$ cat config.mk
export PLATFORM = sky130hd
export DESIGN_NAME = display_scan_arbiter
export DESIGN_NICKNAME = d
export VERILOG_FILES = /design/src/rtl/display_scan_arbiter.sv
export SDC_FILE = /design/constraint.sdc
export NUM_CORES = 1
export LEC_CHECK = 0
export BUFFER_PORTS_ARGS = -buffer_cell sky130_fd_sc_hd__clkbuf_2
export CAP_MARGIN = 10
export CORE_MARGIN = 2
export CORE_UTILIZATION = 45
export CTS_CLUSTER_DIAMETER = 40
export DETAILED_ROUTE_END_ITERATION = 12
export HOLD_SLACK_MARGIN = 0.12
export PLACE_DENSITY_LB_ADDON = 0.12
export RECOVER_POWER = 25
export SKIP_CTS_REPAIR_TIMING = 1
export SYNTH_ARGS = -nofsm -noshare
export SYNTH_HDL_FRONTEND = slang
export SYNTH_SLANG_ARGS = --single-unit
$ cat constraint.sdc
create_clock -name clk -period 2.1 [get_ports clk]
set_clock_uncertainty 0.05 [all_clocks]
set_input_delay 0.105 -clock clk [delete_from_list [all_inputs] [get_ports clk]]
set_output_delay 0.105 -clock clk [all_outputs]
set_load 0.05 [all_outputs]
$ cat src/rtl/display_scan_arbiter.sv
// -----------------------------------------------------------------------------
// display_scan_arbiter
//
// Shares one single-port 8-bit RAM between the CPU bus and an LED-matrix scan
// engine. The scanner fetches one framebuffer byte per row (FB_BASE + row),
// shows it for SCAN_DIV cycles and moves to the next row. The CPU wins
// arbitration by default. A starvation counter lets the scanner override the
// CPU once it has waited STARVE_MAX cycles without a grant.
//
// Optional feature (macro DISP_BLANK_EN):
//   defined   - when the dwell ends, the display moves to the next row with
//               every column off, until that row's data is captured.
//   undefined - the previous row stays lit until the new row's data is
//               captured. Then led_row and led_col change together.
//
// Ports:
//   clk        system clock, all logic on the rising edge
//   reset      synchronous, active-high reset
//   cpu_req    CPU access request, held until cpu_ack
//   cpu_we     CPU direction (1 = write, 0 = read)
//   cpu_addr   CPU address
//   cpu_wdata  CPU write data
//   cpu_rdata  CPU read data, valid while cpu_ack is high
//   cpu_ack    one-cycle completion pulse, the cycle after the grant
//   ram_addr   RAM address (combinational from the grant)
//   ram_we     RAM write enable
//   ram_oe     RAM output enable for reads
//   ram_wdata  RAM write data
//   ram_rdata  RAM registered read data (valid the cycle after the address)
//   led_row    one-hot, active-high row select
//   led_col    active-low column drive (inverted row data)
// -----------------------------------------------------------------------------
module display_scan_arbiter #(
    parameter logic [7:0]  FB_BASE    = 8'h00,
    parameter int unsigned ROWS       = 8,
    parameter int unsigned SCAN_DIV   = 16,
    parameter int unsigned STARVE_MAX = 4
) (
    input  logic       clk,
    input  logic       reset,
    input  logic       cpu_req,
    input  logic       cpu_we,
    input  logic [7:0] cpu_addr,
    input  logic [7:0] cpu_wdata,
    output logic [7:0] cpu_rdata,
    output logic       cpu_ack,
    output logic [7:0] ram_addr,
    output logic       ram_we,
    output logic       ram_oe,
    output logic [7:0] ram_wdata,
    input  logic [7:0] ram_rdata,
    output logic [7:0] led_row,
    output logic [7:0] led_col
);

    localparam int unsigned ROW_W   = (ROWS > 1) ? $clog2(ROWS) : 1;
    localparam int unsigned DWELL_W = (SCAN_DIV > 1) ? $clog2(SCAN_DIV) : 1;
    localparam int unsigned WAIT_W  = $clog2(STARVE_MAX + 1);

    localparam logic [ROW_W-1:0]   ROW_LAST   = ROW_W'(ROWS - 1);
    localparam logic [DWELL_W-1:0] DWELL_LAST = DWELL_W'(SCAN_DIV - 1);
    localparam logic [WAIT_W-1:0]  WAIT_MAX   = WAIT_W'(STARVE_MAX);

    typedef enum logic [1:0] {
        FETCH_REQ  = 2'd0,
        FETCH_DATA = 2'd1,
        DWELL      = 2'd2
    } scan_state_t;

    scan_state_t        state;
    logic [ROW_W-1:0]   row;
    logic [ROW_W-1:0]   row_next;
    logic [DWELL_W-1:0] dwell;
    logic [WAIT_W-1:0]  wait_cnt;
    logic               ack_rd;

    logic               cand_cpu;
    logic               scan_grant;
    logic               cpu_grant;

    // Arbitration. The CPU is never a candidate in its own ack cycle.
    always_comb begin
        cand_cpu   = cpu_req & ~cpu_ack;
        scan_grant = 1'b0;
        cpu_grant  = 1'b0;
        if ((state == FETCH_REQ) && (!cand_cpu || (wait_cnt >= WAIT_MAX))) begin
            scan_grant = 1'b1;
        end else if (cand_cpu) begin
            cpu_grant = 1'b1;
        end
    end

    // RAM port drive for whichever side holds the grant this cycle.
    always_comb begin
        ram_addr  = 8'h00;
        ram_we    = 1'b0;
        ram_oe    = 1'b0;
        ram_wdata = 8'h00;
        if (cpu_grant) begin
            ram_addr  = cpu_addr;
            ram_we    = cpu_we;
            ram_oe    = ~cpu_we;
            ram_wdata = cpu_wdata;
        end else if (scan_grant) begin
            ram_addr  = FB_BASE + 8'(row);
            ram_oe    = 1'b1;
        end
    end

    // Row index after the current one, wrapping at ROWS-1.
    always_comb begin
        row_next = (row == ROW_LAST) ? '0 : row + ROW_W'(1);
    end

    // The RAM read data arrives in the ack cycle, so it is passed straight
    // through and gated by the registered read-ack flag.
    assign cpu_rdata = ack_rd ? ram_rdata : 8'h00;

    // CPU handshake, starvation counter and scanner FSM.
    always_ff @(posedge clk) begin
        if (reset) begin
            state    <= FETCH_REQ;
            row      <= '0;
            dwell    <= '0;
            wait_cnt <= '0;
            cpu_ack  <= 1'b0;
            ack_rd   <= 1'b0;
            led_row  <= 8'h01;
            led_col  <= 8'hFF;
        end else begin
            cpu_ack <= cpu_grant;
            ack_rd  <= cpu_grant & ~cpu_we;

            if (scan_grant) begin
                wait_cnt <= '0;
            end else if ((state == FETCH_REQ) && (wait_cnt < WAIT_MAX)) begin
                wait_cnt <= wait_cnt + WAIT_W'(1);
            end

            case (state)
                FETCH_REQ: begin
                    if (scan_grant) begin
                        state <= FETCH_DATA;
                    end
                end
                FETCH_DATA: begin
                    led_col <= ~ram_rdata;
                    led_row <= 8'h01 << row;
                    dwell   <= '0;
                    state   <= DWELL;
                end
                DWELL: begin
                    if (dwell == DWELL_LAST) begin
                        row   <= row_next;
                        state <= FETCH_REQ;
`ifdef DISP_BLANK_EN
                        // Blank the next row until its data is captured.
                        led_col <= 8'hFF;
                        led_row <= 8'h01 << row_next;
`endif
                    end else begin
                        dwell <= dwell + DWELL_W'(1);
                    end
                end
                default: begin
                    state <= FETCH_REQ;
                end
            endcase
        end
    end

endmodule

==> flow_summary.toml <==
[sta]
fmax_mhz = 524.1
setup_violations = 0
slew_headroom_pct = 59.02
hold_ws_ps = 155.0
period_share_pct = 90.86
slew_violations = 0
setup_slack_ps = 191.9
rsz0062_at_grt = "false"
fin_crit_ps = 1908
finalHoldViolCount = 0
worstMarginPinSlew_ps = 617.3
setup_tns_ps = 0

[setup_path]
crit-reg2reg-launch = "row[0]"
crit_start = "state[0]"
cpPeakStageDelay_ps = 490
cpMaxStageDelayCell = "dfxtp_1"
crit_buf_inv = 1
cp_max_fo = 17
crit_chain = "nor2_2 > a21oi_4 > a22o_1 > clkbuf_2"
regToRegSetupSlack_ps = 500
crit_arrival_ps = 1750
cp-end-kind = "primary output"
critPathKind = "reg2out"
cp_top_family = "compound AO/OA/AOI/OAI gates"
critPathLaunchType = "flop"
required_ps = 1950

[logic_synthesis]
synth_common_cells = "dfxtp_1, and2_1, a21oi_1"
ys_seq_area_share_pct = 40.68
synth_area_um2 = 1476
synth_cell_types = 35
async_flop_share_pct = 0
synth_area_per_cell_um2 = 8.948
synth-edff-count = 0
synth_fp_nets = 201
yosys.area.top_type_share_pct = 40.68
synth_top_area_cell = "dfxtp_1"
synth_cells = 165
synth_top_cells_by_area = "dfxtp_1, and2_1, ha_1"
yosys_warnings = 0
synth_most_common_cell = "dfxtp_1"
ys_ff_latch = 30
ys_dominant_reg_cell = "dfxtp_1"

[cts]
clock_path_buffers = 2
htreeDepth = 2
path_clk_slew_ps = 90
root_buffer = "clkbuf_4"
clock_latency_ps = 320
clock_sinks = 30
cts_buffers = 5
tritoncts = "built"

[cells_and_area]
drive_above_1_share_pct = 27.35
areaGrowthSynthToFinish_pct = 33.64
fillers = 300
antenna_cells = 0
stdcell_count = 289
nets = 280

[detailed_routing]
wire_per_inst_um = 12.32
initialDrtViolationCount = 57
num_vias = 1471
vias_per_cell = 5.090
firstDrtPassIters = 4
wl_um = 3561
drc_errors = 0
antenna_left = 0

[floorplan]
num_io_pins = 71
core_um2 = 3078
dieWidth_um = 61.28
die_area_um2 = 3755
die_h_um = 61.28
initial_core_util_pct = 47.97
rows = 20

[run]
cap_violations = 0

[placement]
io_buffers = 70
place_hpwl_um = 2641
place_congestion = 0.8784
dp.cells = 272
pre_cts_ws_ps = 520.9

[power]
power_density_nw_per_um2 = 689.4
max-vdd-ir-drop_uv = 751.4
leakagePower_nw = 0.8966
p_total_w = 0.001360

[global_routing]
antenna_found_initial = 0
grt_pass1_wl_um = 5478
grt.total_usage_pct = 19.81
grt_overflow_total = 0
grt_max_degree = 31
grt_pass1_vias = 1301

[worst_hold_path]
hp-class = "in2reg"
hp-start = "cpu_req"

[status]
status = "finished clean"
-- placed cells by master (no fill, tap or decap), drive strengths merged --
cell and count:
nand3 8, buf 3, nand4b 2, dfxtp 30
nand4 1, a21oi 16, dlygate4sd3 9, and3 2
nor2 12, and2 22, a211o 9, a311oi 1
o211ai 3, nand2 10, a22o 3, nor4 1
clkinvlp 1, clkbuf 76, ha 8, or4 1
nor2b 2, o21ai 4, xnor2 1, and4b 1
o21a 1, nand2b 3, a2111oi 1, nor3 5
inv 4, a31oi 1, or3 2, clkinv 1
mux2i 1
-- power by group --
| part | internal [W] | switching [W] | total [W] |
|---|---|---|---|
| combinational | 0.000113 | 0.000268 | 0.000381 |
| clock | 0.000161 | 0.000199 | 0.000360 |
| sequential | 0.000599 | 0.0000210 | 0.000620 |
-- per-layer routing --
| metal | GRT usage, % | share of wire, % |
|---|---|---|
| met3 | 6.933 | 6.0 |
| met4 | 7.143 | 0.84 |
| met5 | 0 | 0 |
| met2 | 31.61 | 52 |
| met1 | 24.77 | 41 |
-- through the flow --
step           cell area [µm²]  util [%]
2_1_floorplan             1476         -
3_3_place_gp              1841     59.80
3_5_place_dp              1841     59.80
4_1_cts                   1904     61.87
5_1_grt                   1973     64.11
6_report                  1973     64.11
-- worst min-delay path, cell delays in order --
cell      delay, ps
clkbuf_2         80
nand2b_1        210
nor4_1           90
-- logic make-up after synthesis --
kind of cell	Yosys count	synth area share [%]
xor+xnor	1	0.5933
buf+inv	14	5.338
mux	1	0.6780
simple gates	72	27.54
fa+ha+maj	8	6.780
compound gates	39	18.39
flops	30	40.68
-- registers in the layout, indices dropped and copies added (netlist names) --
name and count:
led_col 8, led_row 8, dwell 4, row 3, wait_cnt 3, state 2, ack_rd 1, cpu_ack 1
-- final cells by class --
cell class | instances | area, µm² | share of cell area [%]
flip-flops and latches | 30 | 600.6 | 30.44
inverters | 4 | 15.01 | 0.7609
clock inverters | 2 | 12.51 | 0.6341
repair buffers | 82 | 441.7 | 22.38
multi-input cells | 121 | 797.0 | 40.39
well taps | 44 | 55.05 | 2.790
clock buffers | 6 | 51.30 | 2.600
-- worst paths after layout --
check,end,cells past startpoint
worst max-delay path,ram_addr[2],4
worst min-delay path,ack_rd,3
worst max register to register,row[0],4
worst min register to register,led_row[4],2
No activity file was read; power rests on OpenSTA's default activity.
